--- src/rtl/fetch_queue_pkg.sv ---
// Shared types and constants for the instruction fetch queue.
package fetch_queue_pkg;

  typedef enum logic [1:0] {
    IDLE  = 2'd0,
    RUN   = 2'd1,
    REDIR = 2'd2
  } fetch_state_e;

  localparam int unsigned PC_STEP   = 4;
  localparam logic [31:0] INSTR_NOP = 32'h0000_0013;

endpackage

--- src/rtl/fetch_fifo.sv ---
// Small circular FIFO holding {pc, instr} fetch entries; clear resets pointers and count.
module fetch_fifo #(
  parameter int unsigned DEPTH = 4,
  parameter int unsigned WIDTH = 96
) (
  input  logic                         clk,
  input  logic                         arst,
  input  logic                         push,
  input  logic                         pop,
  input  logic                         clear,
  input  logic [WIDTH-1:0]             wdata,
  output logic [WIDTH-1:0]             rdata,
  output logic [$clog2(DEPTH+1)-1:0]   count,
  output logic                         full,
  output logic                         empty
);

  localparam int unsigned PTR_W = $clog2(DEPTH);
  localparam int unsigned CNT_W = $clog2(DEPTH+1);

  logic [WIDTH-1:0] mem [DEPTH];
  logic [PTR_W-1:0] wr_ptr;
  logic [PTR_W-1:0] rd_ptr;
  logic             do_push;
  logic             do_pop;

  assign empty   = (count == '0);
  assign full    = (count == CNT_W'(DEPTH));
  assign do_pop  = pop & ~empty;
  assign do_push = push & (~full | do_pop);
  assign rdata   = mem[rd_ptr];

  always_ff @(posedge clk or posedge arst) begin
    if (arst) begin
      wr_ptr <= '0;
      rd_ptr <= '0;
      count  <= '0;
    end else if (clear) begin
      wr_ptr <= '0;
      rd_ptr <= '0;
      count  <= '0;
    end else begin
      if (do_push) wr_ptr <= wr_ptr + PTR_W'(1);
      if (do_pop)  rd_ptr <= rd_ptr + PTR_W'(1);
      count <= count + CNT_W'(do_push) - CNT_W'(do_pop);
    end
  end

  // Storage needs no reset: entries are only read while count is nonzero.
  always_ff @(posedge clk) begin
    if (do_push && !clear) mem[wr_ptr] <= wdata;
  end

  assert property (@(posedge clk) disable iff (arst) count <= CNT_W'(DEPTH));

endmodule

--- src/rtl/fetch_queue.sv ---
// Fetch stage: owns fetch PC, issues credit-limited SRAM reads, queues {pc, instr} toward decode.
// Optional FETCH_BYPASS_EN presents a response arriving into an empty queue on the same cycle.
module fetch_queue
  import fetch_queue_pkg::*;
#(
  parameter int unsigned       DATA_W   = 64,
  parameter int unsigned       INSTR_W  = 32,
  parameter int unsigned       DEPTH    = 4,
  parameter logic [DATA_W-1:0] RESET_PC = '0
) (
  input  logic               clk,
  input  logic               arst,
  input  logic               enable,
  input  logic               redirect_valid,
  input  logic [DATA_W-1:0]  redirect_pc,
  output logic [DATA_W-1:0]  imem_addr,
  output logic               imem_ren,
  input  logic [INSTR_W-1:0] imem_rdata,
  output logic               out_valid,
  input  logic               out_ready,
  output logic [DATA_W-1:0]  out_pc,
  output logic [INSTR_W-1:0] out_instr
);

  localparam int unsigned ENTRY_W = DATA_W + INSTR_W;
  localparam int unsigned CNT_W   = $clog2(DEPTH+1);
  localparam int unsigned CW      = CNT_W + 1;

  fetch_state_e       state;
  fetch_state_e       state_nxt;
  logic [DATA_W-1:0]  fetch_pc;
  logic [DATA_W-1:0]  issued_pc;
  logic               inflight;
  logic               issue;
  logic               credit;
  logic               resp_valid;
  logic               bypass;
  logic               pop_out;
  logic               fifo_pop;
  logic               push;
  logic [ENTRY_W-1:0] head;
  logic [CNT_W-1:0]   count;
  logic               full;
  logic               empty;
  logic               unused_redirect_lsb;

  assign unused_redirect_lsb = ^redirect_pc[1:0];

  // A response landing during REDIR belongs to the abandoned path.
  assign resp_valid = inflight & (state != REDIR);

`ifdef FETCH_BYPASS_EN
  assign bypass = empty & resp_valid;
`else
  assign bypass = 1'b0;
`endif

  assign out_valid = ~empty | bypass;
  assign pop_out   = out_valid & out_ready;
  assign fifo_pop  = out_ready & ~empty;
  assign push      = resp_valid & ~redirect_valid & ~(bypass & out_ready);

  // A slot freed by this cycle's accept may be reused by this cycle's request.
  assign credit = (CW'(count) + CW'(inflight)) < (CW'(DEPTH) + CW'(pop_out));

  assign imem_ren  = issue;
  assign imem_addr = fetch_pc;

  assign out_pc    = !out_valid ? '0 : (bypass ? issued_pc  : head[ENTRY_W-1 -: DATA_W]);
  assign out_instr = !out_valid ? '0 : (bypass ? imem_rdata : head[INSTR_W-1:0]);

  always_ff @(posedge clk or posedge arst) begin
    if (arst) state <= IDLE;
    else      state <= state_nxt;
  end

  always_comb begin
    state_nxt = state;
    issue     = 1'b0;
    unique case (state)
      IDLE: begin
        if (!redirect_valid && enable) state_nxt = RUN;
      end
      RUN: begin
        issue = enable & ~redirect_valid & credit;
        if (redirect_valid) state_nxt = REDIR;
        else if (!enable)   state_nxt = IDLE;
      end
      REDIR: begin
        issue = enable & ~redirect_valid & credit;
        if (redirect_valid) state_nxt = REDIR;
        else                state_nxt = enable ? RUN : IDLE;
      end
      default: state_nxt = IDLE;
    endcase
  end

  // Requests are never issued in a redirect cycle, so inflight already excludes redirects.
  always_ff @(posedge clk or posedge arst) begin
    if (arst) begin
      fetch_pc  <= RESET_PC;
      issued_pc <= RESET_PC;
      inflight  <= 1'b0;
    end else begin
      inflight <= issue;
      if (issue) issued_pc <= fetch_pc;
      if (redirect_valid) fetch_pc <= {redirect_pc[DATA_W-1:2], 2'b00};
      else if (issue)     fetch_pc <= fetch_pc + DATA_W'(PC_STEP);
    end
  end

  fetch_fifo #(
    .DEPTH (DEPTH),
    .WIDTH (ENTRY_W)
  ) u_fifo (
    .clk   (clk),
    .arst  (arst),
    .push  (push),
    .pop   (fifo_pop),
    .clear (redirect_valid),
    .wdata ({issued_pc, imem_rdata}),
    .rdata (head),
    .count (count),
    .full  (full),
    .empty (empty)
  );

  assert property (@(posedge clk) disable iff (arst) push |-> (!full || fifo_pop));

endmodule
--- config.mk ---
export PLATFORM = sky130hd
export DESIGN_NAME = fetch_queue
export DESIGN_NICKNAME = d
export VERILOG_FILES = /design/src/rtl/fetch_queue_pkg.sv /design/src/rtl/fetch_fifo.sv /design/src/rtl/fetch_queue.sv
export SDC_FILE = /design/constraint.sdc
export NUM_CORES = 1
export LEC_CHECK = 0
export CAP_MARGIN = 20
export CORE_MARGIN = 8
export CORE_UTILIZATION = 59
export CTS_CLUSTER_DIAMETER = 30
export DETAILED_ROUTE_END_ITERATION = 10
export HOLD_SLACK_MARGIN = 0.05
export PLACE_DENSITY_LB_ADDON = 0.3
export SYNTH_ARGS = -nofsm -noshare
export SYNTH_HDL_FRONTEND = slang
export SYNTH_SLANG_ARGS = --single-unit
--- constraint.sdc ---
create_clock -name clk -period 10.1 [get_ports clk]
set_input_delay 1.515 -clock clk [delete_from_list [all_inputs] [get_ports clk]]
set_output_delay 1.515 -clock clk [all_outputs]
set_load 0.03 [all_outputs]
==> summary.md, run 1 <==
| Metric | Value |
|---|---|
| Clock power share | a little under two fifths |
| Num rows | between 60 and 70 |
| Synth cell types | between 50 and 60 |
| Area of the die | 0.0419 mm^2 |
| Rel. slew slack | a little under a third |
| Setup Crit Path Kind | input pin to output pin |
| Register area share after synthesis | 69.8% |
| Vias | 13500 |
| Clock-pin slew of the registers on the worst-case setup and hold paths | approximately 0.060 ns |
| CP cell instances | clkdlybuf4s50_1, o31ai_1, o31ai_1, nand2_4, clkinv_2, clkdlybuf4s50_1 |
| Core ar. | ~0.035 mm^2 |
| WL final | roughly 55000 um |
| Initial antenna violation count | 3 |
| # setup viols final | 0 |
| EDFF count, synth | about 380 |
| Top Metal Used | met5 |
| Post-synthesis cell count | approximately 1400 |
| Fmax | about 150 MHz |
| DRT Pass-1 Iters | 5 |
| Placed inst area | about 0.024 mm^2 |
| Combinational power share | 25.8% |
| Setup Skew | 0.0294 ns |
| Number of setup buffers added after CTS | 0 |
| Worst slew pin tran | slightly above 1 ns |
| Critical path endpoint category | output pin |
| Post-place setup slack | 3.55 ns |
| Setup WS post-layout | 3.42 ns |
| Final period util | 66.1% |
| CP startpoint kind | input pin |
| Worst EP arrival | 5.16 ns |
| Critical Path RT | between 8 and 9 ns |
| Fraction of registers with async set/reset | a little over a quarter |
| Sw frac | a little under a third |
| Layout area overhead | 28.6% |
| Vias/cell | approximately 6.1 |
| Dpl cells | 2046 |
| Wire length on met3 | approximately 4700 um |
| Seq pwr share | a little over a third |
| Syn_area_per_cell | roughly 15 um^2 |
| Setup TNS | 0 ns |
| Ports | 263 |
| Hold violation count in the final report | 0 |
| Routed wl met2 | between 20000 and 30000 um |
| Multi-input gate area | 0.00602 mm^2 |
| Clock Path Buffers | 3 |
| Post-Syn Area | about 0.021 mm^2 |
| FF+latch count, synth | 510 |
| Internal | around 5.3 mW |
| Hold/Removal Path Class | flop to flop |
| Max VDD drop | about 0.00023 V |
| Fin area | ~0.027 mm^2 |
| Leak | between 9 and 10 nW |
| Finished Layout Cells | around 2200 |
| CP delay by family, top | buffers and inverters |
| Slew Limit Fails | 0 |
| Main synth FF type | edfxtp_1 |
| Pwr Density | 289 mW/mm^2 |
| Worst-Skew Late Latency | approximately 0.60 ns |
| Die height | ~200 um |
| Overflow after GRT | 0 |
| Root buffer cell | clkbuf_16 |
| RSZ-0062 raised after global routing | false |
| Fin util | between 70 and 80% |
| CP max stage cell | o31ai_1 |
| CTS sink cnt | slightly above 500 |
| Initial Util | roughly 59% |
| CP peak stage delay | 0.84 ns |
| Hold buffer count at cts | 0 |
| CTS tree | built |
| GP Congestion | 0.834 |
| Crit path buffers/inverters | 3 |
| Final #Nets | 1792 |
| CTS resizes | 0 |
| Met1 WL | 20700 um |
| # DRC | 0 |
| H-Tree Depth | 3 |
| Minimum clock period | roughly 6.7 ns |
| Outcome | finished clean |
| Post-route ant nets | 0 |
| Fillers | roughly 2000 |
| DRT iter0 DRCs | about 1200 |
| Seq. cell area | 0.0147 mm^2 |
| Post-DR wirelength/cell | about 25 um |
| Vias in the first global route | between 10000 and 15000 |
| Number of port buffers | between 200 and 300 |
| Inserted Clock Buffers | 88 |
| Max Cap Viol | 0 |
| Yosys warning total | 0 |
| Die Span X | a little over 200 um |
| Overall Global Routing Usage | between 20% and 30% |
| Largest net degree at the start of global routing | 96 |
| Global-route wire length before repair | about 83000 um |
| DP HPWL | approximately 31000 um |
| Switching power | 2.47 mW |
| Ratio of cells with drive above 1 in the final layout | ~16% |
| CP max FO | 56 |
==> cell families (layout without fill, tap and decap cells) <==
kind of cell    after synthesis  in the layout  share of synthesized area (%)
compound gates              137            137                           4.62
xor+xnor                      5              5                          0.209
fa+ha+maj                    15             15                          0.930
buf+inv                      93            452                           1.78
flops                       510            510                           69.8
mux                          99             99                           10.3
other cells                   1              5                         0.0179
simple gates                530            530                           12.4
==> area by class of cell <==
cell class | count | area share, %
clock inverters | 64 | 2.64
inverters | 16 | 0.246
well taps | 461 | 2.14
repair buffers | 270 | 9.94
diodes | 1 | 0.00927
clock buffers | 102 | 8.43
flip-flops and latches | 510 | 54.3
multi-input cells | 790 | 22.3
==> worst paths after layout <==
path	to	start	slack, ns	cells after the start
setup / recovery	imem_ren	out_ready	3.42	6
hold / removal	u_fifo.mem[2][42]	issued_pc[10]	0.50	0
setup reg to reg	imem_addr[57]	u_fifo.count[0]	5.54	8
hold reg to reg	u_fifo.mem[2][42]	issued_pc[10]	0.50	0
max in group asynchronous	issued_pc[44]	arst	7.43	3
min in group asynchronous	imem_addr[63]	arst	1.53	2
==> layer usage <==
| metal | vias up | global-route usage [%] |
|---|---|---|
| met5 | - | 0 |
| met4 | 6 | 8.95 |
| met3 | 132 | 6.23 |
| met2 | 704 | 42.8 |
| met1 | 6825 | 33.7 |
| li1 | 5865 | - |
==> synthesized netlist by cell type (all sizes together), types with 15 or more instances <==
master,number,share of area [%]
nand3,36,0.86
mux4,94,10
clkbuf,52,0.94
nand2,278,5.0
edfxtp,376,54
nor2,30,0.54
o311ai,19,0.79
o211ai,20,0.72
nor3,16,0.38
o21ai,42,1.0
nand4,16,0.58
inv,15,0.27
buf,25,0.55
dfrtp,134,16
and2,103,3.1
==> worst reg2reg max path, stage by stage (launching register included) <==
cell and delay (ns):
dfrtp_1 0.42, ha_1 0.22, ha_1 0.30, o31ai_1 0.85, nand2_4 0.63, clkinv_2 0.73
buf_4 0.67, nand3_1 0.19, o311ai_0 0.42
==> power by group through the flow <==
stage	clock network, mW	registers (mW)	logic, mW
floorplan	0	2.84	1.21
global placement	0	2.85	1.98
detailed placement	0	2.87	2.00
CTS	2.98	2.85	2.04
global route	3.08	2.88	2.15
finish	2.94	2.85	2.01
==> state kept, by name, summed over array words and instances, names as in the netlist <==
register,count
imem_addr,62
inflight,1
issued_pc,62
state,2
u_fifo.count,3
u_fifo.mem,376
u_fifo.rd_ptr,2
u_fifo.wr_ptr,2
==> placed cells by master (no fill, tap or decap), types with 16 or more instances in the layout <==
cell type,count
nand3_1,36
edfxtp_1,376
o211ai_1,20
nor3_1,16
clkbuf_16,88
clkdlybuf4s50_1,255
dfrtp_1,132
o311ai_0,19
o21ai_0,42
nand2_1,276
nor2_1,30
mux4_2,94
and2_1,98
==> through the flow <==
step	power (mW)	hold WS, ns
after global routing	8.11	0.530
after floorplan	4.05	0.476
after global placement	4.83	0.485
after detailed placement	4.88	0.499
final	7.81	0.501
after CTS	7.86	0.510
Note: power is estimated with default switching activity, not from simulation.
==> inputs of run 2 (changes only) <==
- CORE_UTILIZATION: 59 -> 50
- clock period: 10.1 -> 5.6 ns (I/O delays scaled with it)
==> run 2 against run 1 <==
Clock power grew 95%. Via count shrank 1.4%. Non-clock buffer count grew 6. Power grew 86%. Critical path depth shrank 2. Largest power group unchanged. Highest routed layer unchanged.
==> summary.md, run 2 (same netlist as run 1, synthesis figures left out) <==
| Metric | Value |
|---|---|
| Outcome | finished clean |
| CP startpoint kind | flop |
| Max reg flops | 376 (unchanged) |
| Initial antenna violation count | 5 (+2) |
| Worst EP arrival | 3.40 ns (-1.76 ns) |
| Vias | 13300 (-1.4%) |
| Num rows | 75 (+8.7%) |
| Vias in the first global route | 14000 (+1.6%) |
| Layout area overhead | 31.1% |
| Critical path endpoint category | output pin |
| Setup Crit Path Kind | flop to output pin |
| DRT iter0 DRCs | 993 (-17%) |
| # setup viols final | 0 (unchanged) |
| Worst Hold Depth | 0 (unchanged) |
| Hold_sp | issued_pc[50] |
| Post-route ant nets | 0 (unchanged) |
| R2R Path Start | u_fifo.count[0] |
| Ratio of cells with drive above 1 in the final layout | 17.1% (+1.5 points) |
| CTS tree | built |
| DP HPWL | 33000 um (+7.1%) |
| Die Span X | 221 um (+8.0%) |
| Area of the die | 0.0488 mm^2 (+17%) |
| DRT Pass-1 Iters | 5 (unchanged) |
| CTS resizes | 0 (unchanged) |
| Hold buffer count at cts | 0 (unchanged) |
| Most frequent cells in the layout | 376 x edfxtp_1, 276 x nand2_1, 255 x clkdlybuf4s50_1 |
| Largest net degree at the start of global routing | 102 (+6.3%) |
| Reg-to-reg endpoint | imem_addr[45] |
| Multi-input gate area | 0.00602 mm^2 (unchanged) |
| Rel. slew slack | 24.3% (-7.4 points) |
| Number of port buffers | 256 (unchanged) |
| Post-DR wirelength/cell | 23.8 um (-3.5%) |
| Setup TNS | 0 ns (unchanged) |
| # DRC | 0 (unchanged) |
| Hold violation count in the final report | 0 (unchanged) |
| Core ar. | 0.0417 mm^2 (+18%) |
| Leak | 10.0 nW (+2.2%) |
| Inserted Clock Buffers | 94 (+6.8%) |
| Biggest register | u_fifo.mem |
| Seq. cell area | 0.0147 mm^2 (unchanged) |
| Vias/cell | 5.77 (-5.5%) |
| Clock-pin slew of the registers on the worst-case setup and hold paths | 0.06 ns (about the same) |
| Ports | 263 (unchanged) |
| Most common cell after layout, fill and taps aside | edfxtp_1 |
| CTS sink cnt | 510 (unchanged) |
| RSZ-0062 raised after global routing | false |
| CP peak stage delay | 1.16 ns (+0.32 ns) |
| Setup Skew | 0.0279 ns (-0.00143 ns) |
| Reg2reg path depth | 9 (+1) |
| Hold/Removal Path Class | flop to flop |
| Global-route wire length before repair | 84300 um (+1.5%) |
| WL final | 55000 um (+0.74%) |
| Slew Limit Fails | 0 (unchanged) |
| Fillers | 2892 (+42%) |
| GP Congestion | 0.836 (+0.31%) |
| Minimum clock period | between 4 and 5 ns |
| Initial Util | 50.4% (-9.1 points) |
| Max Cap Viol | 0 (unchanged) |
| Worst slew pin tran | 1.14 ns (+0.112 ns) |
| Max VDD drop | 0.000306 V (+36%) |
| Fin util | 66.0% (-10 points) |
| Root buffer cell | clkbuf_16 |
| CP cell instances | buf_4, mux4_2, and2_1, clkdlybuf4s50_1 |
| Worst-Skew Late Latency | 0.63 ns (+0.03 ns) |
| Die height | 221 um (+8.0%) |
| CP max stage cell | dfrtp_4 |
| Worst R2R Setup Slack | 2.10 ns (-3.44 ns) |
| Critical Path RT | 4.76 ns (-3.83 ns) |
| Final period util | roughly three quarters |
| Clock Path Buffers | 3 (unchanged) |
| Overflow after GRT | 0 (unchanged) |
| Number of setup buffers added after CTS | 0 (unchanged) |
| Worst Hold End | u_fifo.mem[2][82] |
| Pwr Density | 528 mW/mm^2 (+82%) |
| Fmax | around 240 MHz |
| H-Tree Depth | 3 (unchanged) |
| CP max FO | 67 (+20%) |
| Overall Global Routing Usage | 22.4% (-3.6 points) |
| Final #Nets | 1804 (+0.67%) |
[run 2: changes by cell type in the layout (fill, tap and decap cells not counted), moves of 4 or more]
| cell | previous run | this run |
|---|---|---|
| buf_12 | 0 | 6 |
| clkbuf_1 | 12 | 5 |
| clkbuf_16 | 88 | 94 |
| clkinv_1 | 9 | 5 |
| clkinv_2 | 13 | 18 |
| clkinv_4 | 4 | 11 |
[run 2: worst max path at each step]
stage,start,to
final,u_fifo.rd_ptr[1],out_instr[15]
after floorplan,redirect_valid,u_fifo.mem[0][0]
after global placement,out_ready,imem_addr[45]
after global routing,u_fifo.rd_ptr[1],out_instr[16]
after detailed placement,out_ready,imem_addr[45]
after CTS,u_fifo.rd_ptr[1],out_instr[15]
[run 2: layer usage]
metal  up-vias  track usage (%)  share of wire, %
met3       100             5.52               7.3
met2       543             36.5                49
li1       5920                -                 -
met4         6             9.21               3.1
met5         -                0             0.062
met1      6777             28.6                40
[run 2: power by group]
| part | switching [mW] | internal (mW) | leakage [nW] | total, mW |
|---|---|---|---|---|
| Sequential | 0.464 | 4.64 | 5.08 | 5.11 |
| Combinational | 2.13 | 1.55 | 3.34 | 3.69 |
| Clock | 2.04 | 3.69 | 1.59 | 5.73 |
[run 2: layout make-up]
class,instances,area share (%)
Multi-Input combinational cell,790,21.9
Clock inverter,77,3.27
Tap cell,539,2.45
Antenna cell,2,0.0182
Inverter,16,0.241
Timing Repair Buffer,276,10.2
Sequential cell,510,53.3
Clock buffer,101,8.72
[run 2: critical path, delay by kind of cell (launching register included)]
family | cells | cell delay, ns
buffers and inverters | 2 | 1.05
DFF | 1 | 1.16
muxes | 1 | 0.36
and+or+nand+nor | 1 | 0.18
[run 2: metrics by stage]
step	cell area, um^2	hold WS [ns]	power (mW)	instances	setup slack, ns
5_1_grt	27500	0.517	15.1	2311	1.24
2_1_floorplan	21000	0.476	7.31	1393	1.04
4_1_cts	27500	0.507	14.7	2308	1.27
6_report	27500	0.506	14.5	2311	1.36
3_3_place_gp	24200	0.485	8.80	2130	1.54
3_5_place_dp	24200	0.503	8.89	2130	1.52
==> inputs of run 3 (changes only) <==
- clock period: 5.6 -> 3.79 ns (I/O delays scaled with it)
==> run 3 against run 2 <==
Worst hold slack lost 0.087 ns. Core utilization increased by 1.4 points. First-iteration DRC count up 16%. Critical endpoint is now out_pc[59]. Largest cell class unchanged. Critical path type unchanged. Sequential share of layout area is 1.1 points lower. Worst setup slack lost 0.97 ns. Critical path depth stayed put. Design area up 2.1%. Final cell count is 1.3% higher. Sequential power grew 47%.
==> summary.md, run 3 (same netlist as run 1, synthesis figures left out) <==
| Metric | Value |
|---|---|
| Area of the die | 0.0488 mm^2 (unchanged) |
| # DRC | 0 (unchanged) |
| Max Cap Viol | 0 (unchanged) |
| Overflow after GRT | 0 (unchanged) |
| Setup Crit Path Kind | flop to output pin |
| CP peak stage delay | 0.71 ns (-0.45 ns) |
| Multi-input gate area | 0.00602 mm^2 (unchanged) |
| CP delay by family, top | buffers and inverters |
| DRT iter0 DRCs | 1155 (+16%) |
| WL final | 55200 um (+0.39%) |
| Worst-Skew Late Latency | 0.61 ns (-0.02 ns) |
| DRT Pass-1 Iters | 5 (unchanged) |
| Number of setup buffers added after CTS | 0 (unchanged) |
| Layout area overhead | 33.8% |
| Reg2reg path depth | 7 (-2) |
| Seq. cell area | 0.0147 mm^2 (unchanged) |
| CP max stage cell | dfrtp_4 |
| Ports | 263 (unchanged) |
| Power Total | 22.5 mW (+55%) |
| Fmax | between 200 and 300 MHz |
| Post-DR wirelength/cell | 23.6 um (-0.89%) |
| Initial Util | 50.4% (unchanged) |
| Critical Path RT | 3.22 ns (-1.54 ns) |
| Crit path buffers/inverters | 2 (unchanged) |
| Critical path endpoint category | output pin |
| RSZ-0062 raised after global routing | false |
| Fin area | 0.0281 mm^2 (+2.1%) |
| Hold violation count in the final report | 0 (unchanged) |
| Rel. slew slack | 47.8% (+24 points) |
| Fillers | 2850 (-1.5%) |
| Inserted Clock Buffers | 99 (+5.3%) |
| CTS tree | built |
| Num rows | 75 (unchanged) |
| Worst EP arrival | 2.83 ns (-0.57 ns) |
| Slew Limit Fails | 0 (unchanged) |
| Vias | 13500 (+1.5%) |
| Largest net degree at the start of global routing | 73 (-28%) |
| Most frequent cells in the layout | 376 x edfxtp_1, 276 x nand2_1, 254 x clkdlybuf4s50_1 |
| CTS resizes | 0 (unchanged) |
| CP startpoint kind | flop |
| Levels on crit path | 4 (unchanged) |
| H-Tree Depth | 3 (unchanged) |
| Met2 GRT Util | 35.7% (-0.79 points) |
| Die height | 221 um (unchanged) |
| Placed inst area | 0.0244 mm^2 (+0.94%) |
| Max reg flops | 376 (unchanged) |
| Max VDD drop | 0.000426 V (+39%) |
| Final #Nets | 1827 (+1.3%) |
| DP HPWL | 34200 um (+3.7%) |
| Biggest register | u_fifo.mem |
| Final period util | roughly nine tenths |
| Leak | 10.3 nW (+2.8%) |
| Most common cell after layout, fill and taps aside | edfxtp_1 |
| CTS sink cnt | 510 (unchanged) |
| Outcome | finished clean |
| Setup Skew | 0.0164 ns (-0.0116 ns) |
| GP Congestion | 0.820 (-1.9%) |
| CP max FO | 26 (-61%) |
| Met3 usage | 6.60% (+1.1 points) |
| Hold/Removal Path Class | input pin to asynchronous set/reset pin |
| Met1 Usage GRT | 27.7% (-0.91 points) |
| Root buffer cell | clkbuf_16 |
| Minimum clock period | roughly 3.4 ns |
| Pwr Density | 800 mW/mm^2 (+51%) |
| Setup TNS | 0 ns (unchanged) |
| Number of port buffers | 256 (unchanged) |
| Vias in the first global route | 14100 (+0.65%) |
| Clock Path Buffers | 3 (unchanged) |
| Core ar. | 0.0417 mm^2 (unchanged) |
| Ratio of cells with drive above 1 in the final layout | 18.2% (+1.1 points) |
| Die Span X | 221 um (unchanged) |
| Hold buffer count at cts | 0 (unchanged) |
| Overall Global Routing Usage | 22.3% (-0.13 points) |
| Worst slew pin tran | 0.776 ns (-0.360 ns) |
| Clock-pin slew of the registers on the worst-case setup and hold paths | 0.05 ns (about the same) |
| # setup viols final | 0 (unchanged) |
| Vias/cell | 5.79 (+0.18%) |
| CP cell instances | buf_4, mux4_2, and2_1, clkdlybuf4s50_1 |
| Global-route wire length before repair | 83900 um (-0.56%) |
| Initial antenna violation count | 9 (+4) |
| Post-route ant nets | 0 (unchanged) |
| GRT Max-Usage Layer | met2 |
==> run 3: cell count changes in the layout (fill, tap and decap cells not counted), moves of 3 or more <==
| cell | change |
|---|---|
| buf_4 | +13 |
| bufinv_16 | +9 |
| clkbuf_16 | +9 |
| buf_12 | +7 |
| clkinv_2 | -7 |
| inv_8 | -3 |
==> run 3: final cells by class <==
cell class	count	area share, %
inverter	16	0.232
antenna	4	0.0356
clock inverter	75	3.64
clock buffer	113	9.42
timing repair buffer	294	10.7
tap	539	2.40
sequential	510	52.2
multi-input combinational	790	21.4
==> run 3: routing by layer <==
metal  part of all wire, %  vias to the layer above
li1                      -                     5959
met1                    40                     6880
met2                    49                      563
met3                   7.8                      132
met4                   3.6                       10
met5                  0.10                        -
==> run 3: final timing paths <==
kind	to	startpoint	slack (ns)
setup / recovery	out_pc[59]	u_fifo.rd_ptr[1]	0.39
hold / removal	issued_pc[20]	arst	0.42
setup reg to reg	imem_addr[62]	imem_addr[3]	0.91
hold reg to reg	u_fifo.mem[0][64]	issued_pc[32]	0.50
max in group asynchronous	issued_pc[32]	arst	2.59
min in group clk	u_fifo.mem[0][64]	issued_pc[32]	0.50
==> run 3: stage by stage <==
step | utilization [%] | setup WS, ns | hold WS (ns) | instances
after floorplan | - | 0.504 | 0.476 | 1393
after global placement | 58.6 | 0.647 | 0.485 | 2149
after detailed placement | 58.6 | 0.588 | 0.498 | 2149
after CTS | 67.4 | 0.303 | 0.415 | 2337
after global routing | 67.4 | 0.274 | 0.452 | 2341
final | 67.4 | 0.388 | 0.419 | 2341
==> run 3: power by group <==
group	switching [mW]	total, mW	internal, mW
clock	2.97	9.39	6.42
combinational	3.18	5.54	2.37
sequential	0.657	7.52	6.87
==> run 3: worst reg2reg max path, stage by stage (launching register included) <==
cell and delay (ns):
dfrtp_1 0.46, ha_1 0.22, and3_1 0.41, and4_1 0.38, nand3_1 0.33, nor4_2 0.54
a211oi_1 0.14, a211o_1 0.29
